<file path="src/rtl/move_sequencer.sv">
// Straight-line move sequencer: waits for heading to settle, ramps forward speed up,
// counts line crossings, then ramps down and reports completion to the command processor.
module move_sequencer #(
    parameter logic [5:0]  FRWRD_INC  = 6'd16,
    parameter logic [9:0]  MAX_FRWRD  = 10'h2C0,
    parameter logic [11:0] SETTLE_THR = 12'd60,
    parameter logic [2:0]  SETTLE_CNT = 3'd4
) (
    input  logic        clk,
    input  logic        rst,
    input  logic        cmd_go,
    input  logic [3:0]  sq_cnt,
    input  logic        stop,
    input  logic        cline,
    input  logic [11:0] hdg_err,
    input  logic        hdg_vld,
    output logic        moving,
    output logic [9:0]  frwrd,
    output logic        err_vld,
    output logic [11:0] error,
    output logic        cmd_busy,
    output logic        cmd_done
);

    typedef enum logic [2:0] {
        IDLE       = 3'd0,
        HDG_SETTLE = 3'd1,
        RAMP_UP    = 3'd2,
        RAMP_DN    = 3'd3,
        DONE       = 3'd4
    } state_t;

    state_t      state;
    state_t      state_nxt;
    logic [3:0]  sq_lat;
    logic [3:0]  line_cnt;
    logic [3:0]  line_nxt;
    logic [2:0]  settle_cnt;
    logic        cline_q;
    logic        cline_rise;
    logic        settled;
    logic        settle_hit;
    logic        line_hit;

    // Sign-extend before negating so the most negative error (-2048) yields +2048.
    function automatic logic [12:0] err_mag(input logic [11:0] e);
        logic signed [12:0] s;
        s = signed'({e[11], e});
        if (s < 0)
            return $unsigned(-s);
        return $unsigned(s);
    endfunction

    // Saturating ramp-up step; the 11-bit sum cannot wrap past the 10-bit range.
    function automatic logic [9:0] step_up(input logic [9:0] f);
        logic [10:0] sum;
        sum = {1'b0, f} + {5'd0, FRWRD_INC};
        if (sum > {1'b0, MAX_FRWRD})
            return MAX_FRWRD;
        return sum[9:0];
    endfunction

    // Ramp-down uses twice the ramp-up increment and clamps at zero.
    function automatic logic [9:0] step_dn(input logic [9:0] f);
        logic [10:0] dec;
        dec = {4'd0, FRWRD_INC, 1'b0};
        if ({1'b0, f} <= dec)
            return 10'd0;
        return f - dec[9:0];
    endfunction

    assign settled    = err_mag(hdg_err) < {1'b0, SETTLE_THR};
    assign settle_hit = hdg_vld & settled & (settle_cnt == (SETTLE_CNT - 3'd1));
    assign cline_rise = cline & ~cline_q;
    assign line_nxt   = line_cnt + 4'd1;
    assign line_hit   = cline_rise & (line_nxt == sq_lat);

    always_ff @(posedge clk) begin
        if (rst)
            state <= IDLE;
        else
            state <= state_nxt;
    end

    always_comb begin
        state_nxt = state;
        case (state)
            IDLE: begin
                if (cmd_go)
                    state_nxt = HDG_SETTLE;
            end
            HDG_SETTLE: begin
                if (stop)
                    state_nxt = DONE;
                else if (settle_hit)
                    state_nxt = (sq_lat == 4'd0) ? DONE : RAMP_UP;
            end
            RAMP_UP: begin
                if (stop || line_hit)
                    state_nxt = RAMP_DN;
            end
            RAMP_DN: begin
                if (frwrd == 10'd0)
                    state_nxt = DONE;
            end
            DONE: begin
                state_nxt = IDLE;
            end
            default: begin
                state_nxt = IDLE;
            end
        endcase
    end

    always_comb begin
        moving   = (state != IDLE);
        cmd_busy = (state != IDLE);
        cmd_done = (state == DONE);
    end

    // Speed, counters and the PID-facing error path.
    always_ff @(posedge clk) begin
        if (rst) begin
            frwrd      <= 10'd0;
            err_vld    <= 1'b0;
            error      <= 12'd0;
            sq_lat     <= 4'd0;
            line_cnt   <= 4'd0;
            settle_cnt <= 3'd0;
            cline_q    <= 1'b0;
        end else begin
            error   <= hdg_err;
            err_vld <= hdg_vld & (state_nxt != IDLE);
            cline_q <= cline;
            case (state)
                IDLE: begin
                    frwrd <= 10'd0;
                    if (cmd_go) begin
                        sq_lat     <= sq_cnt;
                        line_cnt   <= 4'd0;
                        settle_cnt <= 3'd0;
                    end
                end
                HDG_SETTLE: begin
                    frwrd <= 10'd0;
                    if (hdg_vld)
                        settle_cnt <= settled ? (settle_cnt + 3'd1) : 3'd0;
                end
                RAMP_UP: begin
                    if (hdg_vld)
                        frwrd <= step_up(frwrd);
                    if (cline_rise)
                        line_cnt <= line_nxt;
                end
                RAMP_DN: begin
                    if (hdg_vld)
                        frwrd <= step_dn(frwrd);
                end
                DONE: begin
                    frwrd <= 10'd0;
                end
                default: begin
                    frwrd <= 10'd0;
                end
            endcase
        end
    end

endmodule

</file>
<file path="config.mk">
export PLATFORM = sky130hd
export DESIGN_NAME = move_sequencer
export DESIGN_NICKNAME = d
export VERILOG_FILES = /design/src/rtl/move_sequencer.sv
export SDC_FILE = /design/constraint.sdc
export NUM_CORES = 1
export LEC_CHECK = 0
export BUFFER_PORTS_ARGS = -buffer_cell sky130_fd_sc_hd__buf_4
export CELL_PAD_IN_SITES_DETAIL_PLACEMENT = 0
export CELL_PAD_IN_SITES_GLOBAL_PLACEMENT = 1
export CORE_MARGIN = 1.5
export CORE_UTILIZATION = 36
export CTS_BUF_LIST = sky130_fd_sc_hd__clkbuf_8
export CTS_CLUSTER_DIAMETER = 60
export DETAILED_ROUTE_END_ITERATION = 8
export GPL_TIMING_DRIVEN = 0
export PLACE_DENSITY = 0.82
export SLEW_MARGIN = 20
export SYNTH_ARGS = -nofsm -noshare
export SYNTH_HDL_FRONTEND = slang
export SYNTH_SLANG_ARGS = --single-unit
</file>
<file path="constraint.sdc">
create_clock -name clk -period 2.1 [get_ports clk]
set_clock_uncertainty 0.05 [all_clocks]
set_input_delay 0.105 -clock clk [delete_from_list [all_inputs] [get_ports clk]]
set_output_delay 0.105 -clock clk [all_outputs]
set_load 0.01 [all_outputs]
</file>
# == Word level (Yosys, flattened, before mapping) ==
# Index checks and enable logic that the tools add are counted.
# totals
reg_bits,38
out_inout_bits,26
inputBits,22
ramBits,0
wordCells,78
latch_bits,0
memories,0
rom_bits,0
# op_classes
n_bitwise,6
mux,32
n_reduce_logical,12
order_cmp,4
add_sub_neg,5
shifts,0
multipliers,0
eq_ne,11
div,0
# op_table
operator,count
$mux 10,6
$mux 3,9
$mux 13,2
$pmux 10 s2,1
$lt 13x6->1 const B,1
$neg 12->13,1
$lt 12x1->1 const B,1
$pmux 3 s4,1
$add 10x5->11 const B,1
$gt 11x10->1 const B,1
$le 10x6->1 const B,1
$logic_not 10->1,1
$ne 2x2->1 const B,5
$sub 10x6->10 const B,1
$eq 3x2->1 const B,3
$mux 1,9
$mux 4,2
$pmux 4 s2,1
$pmux 3 s2,1
$reduce_and 3->1,2
$reduce_bool 3->1,2
$and 1x1->1,5
$add 4x1->4 const B,1
$eq 4x4->1,1
9 further kinds,11

# == Logic depth before layout (Yosys ltp) ==
# Gate-level depths: netlist of run 1.
# logic_depth
depth_word,11
depth_mapped,8
depth_no_buf,7

# == Least setup slack after synthesis of run 1 ==
# Ideal clock, no wire load.
# synth_timing
path_kind,register to register
from,reg frwrd[5]
to,reg frwrd[4]
required_ps,1962
stages_incl_launch_ff,7
setup_ps,88
t_arrival_ps,2023
path_buffers,0
setup_slack_ps,-62
period_less_slack_ps,2162
cell_sequence,dfxtp_1 > ha_1 > xnor2_2 > nor4_1 > or4b_4 > o41a_1 > a311oi_2
# synth_between
elab_chain_len,9
word_cells_on_any_way,16
classes_between,add/sub: 1; order compare: 2; mux: 13
# synth_rtl
element,line,source
from (decl),18,"output logic [9:0] frwrd,"
from (signal assigned),151,frwrd <= step_up(frwrd);
from (signal assigned),157,frwrd <= step_dn(frwrd);
$add 10x5->11,57,"sum = {1'b0, f} + {5'd0, FRWRD_INC};"
$gt 11x10->1,58,"if (sum > {1'b0, MAX_FRWRD})"
$mux 1,58,
$mux 1,150,if (hdg_vld)
$mux 1,135,case (state)
$mux 1,123,if (rst) begin
$mux 10,60,return sum[9:0];
$mux 10,150,
$pmux 10 s2 *,135,
# Every way passes the cells marked *; elsewhere a longest branch is shown, timed or not. The select of a mux whose other input is x is not followed.
# A chain may end at the register's enable or synchronous reset.

# == Final worst setup path of run 1 ==
# layout_timing
from,reg frwrd[6]
to,reg frwrd[4]
# Same word-level chain as after synthesis.

==> results of run 1 <==
kinds of logic after synthesis:
| kind of cell | after synthesis | synth area share |
|---|---|---|
| AO/OA/AOI/OAI | 42 | 0.157 |
| AND/OR/NAND/NOR | 91 | 0.272 |
| XOR/XNOR | 7 | 0.0371 |
| flip-flops | 34 | 0.367 |
| adder cells (fa/ha/maj) | 9 | 0.0607 |
| buffers and inverters | 24 | 0.0661 |
| other | 1 | 0.00202 |
| multiplexers | 7 | 0.0384 |
cell usage in the layout (no fill, tap or decap), types with 8 or more instances in the layout:
cell,instances
o21ai_0,8
dfxtp_1,31
nand2_1,14
buf_4,54
dlygate4sd3_1,11
nor2b_1,15
a21oi_1,13
nor2_1,19
inv_1,9
per-layer routing:
metal / routed length, um / share of wire / track usage
met1: 2030 / 0.42 / 0.196
met2: 2590 / 0.54 / 0.321
met3: 140 / 0.029 / 0.0281
met4: 27 / 0.0056 / 0.0606
met5: 0 / 0 / 0
final timing paths:
kind	end	slack, ns	cells after the start
worst max-delay path	frwrd[4]	0.03	6
worst min-delay path	sq_lat[0]	0.007	3
worst max register to register	frwrd[4]	0.03	6
worst min register to register	settle_cnt[2]	0.41	2
sequential cells by signal (all words and copies together) (netlist names):
| name | flops |
|---|---|
| sq_lat | 4 |
| err_vld | 1 |
| error | 12 |
| settle_cnt | 3 |
| line_cnt | 4 |
| state | 3 |
| cline_q | 1 |
| frwrd | 6 |
through the flow:
| stage | hold slack (ns) | cells | TNS, ns |
|---|---|---|---|
| after floorplan | 0.173 | 218 | 0 |
| after global placement | 0.277 | 327 | -0.0809 |
| after detailed placement | 0.282 | 327 | -0.0812 |
| after CTS | 0.00262 | 348 | 0 |
| after global routing | 0.0139 | 352 | -0.0811 |
| final | 0.00678 | 352 | 0 |
power breakdown:
part / switching [W] / internal [W]
clock: 0.000241 / 0.000506
sequential: 0.0000106 / 0.000664
combinational: 0.0000983 / 0.000109
worst reg2reg max path, cell delays in order, from the launching register on:
cell,delay [ns]
dfxtp_1,0.37
ha_2,0.22
nand2_4,0.07
o211ai_1,0.20
or4b_4,0.50
o41a_1,0.34
a311oi_2,0.23
layout make-up:
class,instances,area share
clock inverter,2,0.0228
tap,67,0.0318
buffer,15,0.0347
multi-input combinational,160,0.426
sequential,34,0.262
inverter,9,0.0128
clock buffer,6,0.0314
timing repair buffer,59,0.179
repair_timing:
item | CTS | global route
cloned | 0 | 0
buffers inserted | 2 | 4
setup endpoints to repair | 3 | 7
hold buffers | 11 | 0
pin swaps | 1 | 3
gates resized for setup | 5 | 9
hold endpoints to repair | 11 | 0
==> metrics.yaml, run 1 <==
seq_area_sq_um: 689
vias: 1773
synth_edf_count: 0
cts_root_buffer: "clkbuf_8"
fin_nets: 315
dr.pass1.iters: 4
cts.sinks: 34
powerDensity_mw_per_mm2: 619
cts_tree: "yes"
cts_made_buffers: 5
synth_cell_types: 51
clk_latency_ns: 0.28
fin_area_sq_mm: 0.00263
routedWlPerCell_um: 13.6
path_buf_inv: 0
ys_ff_latch: 34
synth_common_cells: "dfxtp_1 (34), nor2_1 (20), nand2_1 (15), nor2b_1 (15), a21oi_1 (13)"
setup_viol: 0
startpoint_type: "flip-flop"
fmax_mhz: 482
grt_setup_unrepaired: "yes"
num_rows: 25
endpoint_kind: "flip-flop"
worst_slack_ns: 0.0261
cp_max_fo: 5
clk_pin_slew_ns: 0.07
postSynthAreaPerCell_sq_um: 8.63
htree_levels: 2
min_period_ns: 2.07
fin_total_pwr_w: 0.00163
antenna_found_initial: 0
period_share: 0.988
start_util: 0.383
vias_per_cell: 5.04
path_class: "reg2reg"
worst_ep_arrival_time_ns: 2.22
hold_class: "in2reg"
wl_um: 4780
grt_pass1_wl_um: 7260
cp.required_ns: 2.25
drt-initial-drc-count: 74
crit_family: "compound AO/OA/AOI/OAI gates"
grt_pass1_vias: 1601
max_slew_margin: 0.573
vdd_drop_max_v: 0.000623
hp-start: "sq_cnt[0]"
fp.dieH_um: 74.8
area_delta_synth_final_pct: 41.9
place_ws_ns: -0.0697
syn_area_sq_mm: 0.00186
synthDominantCellAreaShare: 0.367
grt_overflow: 0
diodes: 0
fillCellCount: 474
r2r_start: "frwrd[6]"
clockBufferDepth: 2
synth_top_flop_cell: "dfxtp_1"
postRouteAntennaNets: 0
post-dp-hpwl_um: 3280
cap_violations: 0
synth_cells: 215
crit_slowest_cell: "or4b_4"
die_area_sq_mm: 0.00559
slew_viol_final: 0
grt_start_max_net_pins: 12
status: "finished, final reports clean"
seq_area_frac_synth: 0.367
worstPathCellList: "ha_2, nand2_4, o211ai_1, or4b_4, o41a_1, a311oi_2"
io_buffer_count: 42
worstMarginPinSlew_ns: 0.631
die_w_um: 74.8
report.final.hold_viol_count: 0
leakagePower_nw: 1.12
ys_async_sr_fraction: 0
startpoint: "frwrd[6]"
boundaryPins: 48
yosysTopAreaCell: "dfxtp_1"
ys.warnings.count: 0
multiInputGateArea_sq_mm: 0.00112
utilization: 0.543
yosysMostFrequentCell: "dfxtp_1"
cpPeakStageDelay_ns: 0.50
groute.usage.overall: 0.172
netlist_top_cells_area: "dfxtp_1 (37%), ha_1 (6.1%), nor2b_1 (5.1%), nor2_1 (4.0%), a21oi_1 (3.5%)"
core_sq_mm: 0.00485
post_route_cells_drive_above_1_share: 0.298
dpl_cell_area_sq_mm: 0.00227
gp_congestion: 0.834
drc: 0
Power figures use the tool's default switching activity.
==> inputs of run 2 (changes only) <==
clock period = 1.8 ns   (was 2.1 ns; I/O delays follow)
==> run 2 against run 1 <==
The flow now finishes with violations (negative setup slack). Design area grew 1.7%. Utilization grew 0.90 points. Hold slack lost 0.0020 ns. Global-route usage grew 0.68 points. Cell count grew 1.4%.
==> metrics.yaml, run 2 (synthesis gave the netlist of run 1 again) <==
post-dp-hpwl_um: 3400
post_route_cells_drive_above_1_share: 0.310
final_common_cell: "buf_4"
fin_nets: 320
stdcell_count: 357
htree_levels: 2
fmax_mhz: 482
path_buf_inv: 0
utilization: 0.552
grt_pass1_vias: 1710
core_sq_mm: 0.00485
reg_top3: "error x12, frwrd x6"
setup_viol: 6
report.final.hold_viol_count: 0
worst_slack_ns: -0.276
hold_class: "in2reg"
vdd_drop_max_v: 0.000486
startpoint_type: "flip-flop"
hp-start: "sq_cnt[3]"
period_share: 1.15
max_slew_margin: 0.599
cpPeakStageDelay_ns: 0.52
worstMarginPinSlew_ns: 0.593
routedWlPerCell_um: 13.2
worst_ep_arrival_time_ns: 2.22
wl_um: 4720
vias_per_cell: 5.02
die_w_um: 74.8
largest_register_ffs: 12
leakagePower_nw: 1.10
gp_congestion: 0.838
fp.dieH_um: 74.8
clk_pin_slew_ns: 0.07
antenna_found_initial: 0
place_ws_ns: -0.319
vias: 1791
worstPathCellList: "ha_4, xnor2_4, nor4_1, or4b_4, o41a_1, a311oi_2"
grt_setup_unrepaired: "yes"
whs_endpoint: "sq_lat[3]"
num_rows: 25
clk_latency_ns: 0.28
grt_start_max_net_pins: 12
dp.cells: 327
cts_tree: "yes"
powerDensity_mw_per_mm2: 611
fillCellCount: 452
diodes: 0
clockBufferDepth: 2
endpoint_kind: "flip-flop"
r2r_start: "frwrd[5]"
start_util: 0.383
grt_pass1_wl_um: 7600
min_period_ns: 2.08
cap_violations: 0
cts_root_buffer: "clkbuf_8"
final_cell_mix: "buf_4 (55), dfxtp_1 (31), nor2_1 (19)"
cp.required_ns: 1.95
die_area_sq_mm: 0.00559
violations: "negative setup slack"
cts_made_buffers: 5
path_class: "reg2reg"
dr.pass1.iters: 4
r2r-end: "frwrd[4]"
top_register: "error"
hold_depth: 3
r2r_slack_ns: -0.28
reg2regPathDepth: 6
area_delta_synth_final_pct: 44.3
drc: 0
drt-initial-drc-count: 98
cp_max_fo: 4
boundaryPins: 48
io_buffer_count: 42
crit_family: "simple AND/OR/NAND/NOR gates"
cts.sinks: 34
slew_viol_final: 0
postRouteAntennaNets: 0
crit_slowest_cell: "or4b_4"
status: "finished, violations left"
grt_overflow: 0
groute.usage.overall: 0.178
run 2: tightest hold or removal path, stage by stage:
cell and delay (ns):
buf_4 0.07, mux2i_1 0.06, nor2_1 0.08
run 2: worst max-delay path by stage:
stage	from	endpoint	slack, ns	depth (start not counted)
global route	frwrd[5]	frwrd[4]	-0.35	6
finish	frwrd[5]	frwrd[4]	-0.28	6
detailed placement	frwrd[5]	frwrd[4]	-0.32	6
global placement	frwrd[5]	frwrd[4]	-0.30	6
floorplan	frwrd[4]	frwrd[4]	-0.17	6
CTS	frwrd[5]	frwrd[4]	-0.27	6
run 2: timing repair:
action / CTS / global route
endpoints found under the hold margin: 15 / 0
setup endpoints to repair: 11 / 12
pin swaps: 3 / 4
hold buffers: 15 / 0
gates resized for setup: 9 / 10
buffers inserted: 6 / 1
run 2: area by class of cell:
class                           count  area, sq um  area share
Sequential cell                    34          689       0.257
Timing Repair Buffer               64          518       0.193
Buffer                             15         97.6      0.0364
Clock buffer                        6         82.6      0.0308
Multi-Input combinational cell    160         1160       0.433
Clock inverter                      2         12.5     0.00467
Tap cell                           67         83.8      0.0313
Inverter                            9         33.8      0.0126
run 2: power by group:
group          leakage [nW]  internal [W]  switching (W)
Combinational         0.776      0.000139       0.000119
Sequential            0.281      0.000775      0.0000135
Clock                0.0472      0.000307       0.000282
run 2: metrics by stage:
step | total power [W] | TNS [ns] | hold WS (ns) | area [sq um]
3_3_place_gp | 0.00102 | -1.73 | 0.259 | 2300
3_5_place_dp | 0.00102 | -1.67 | 0.264 | 2300
4_1_cts | 0.00164 | -0.695 | 0.00796 | 2640
2_1_floorplan | 0.000926 | -0.168 | 0.158 | 1900
5_1_grt | 0.00170 | -1.43 | 0.0158 | 2680
6_report | 0.00164 | -0.778 | 0.00477 | 2680
run 2: layer usage:
metal	wire length [um]	part of all wire	global-route usage
met5	0	0	0
met2	2430	0.52	0.312
met1	2030	0.43	0.208
met4	69	0.015	0.0808
met3	182	0.039	0.0402
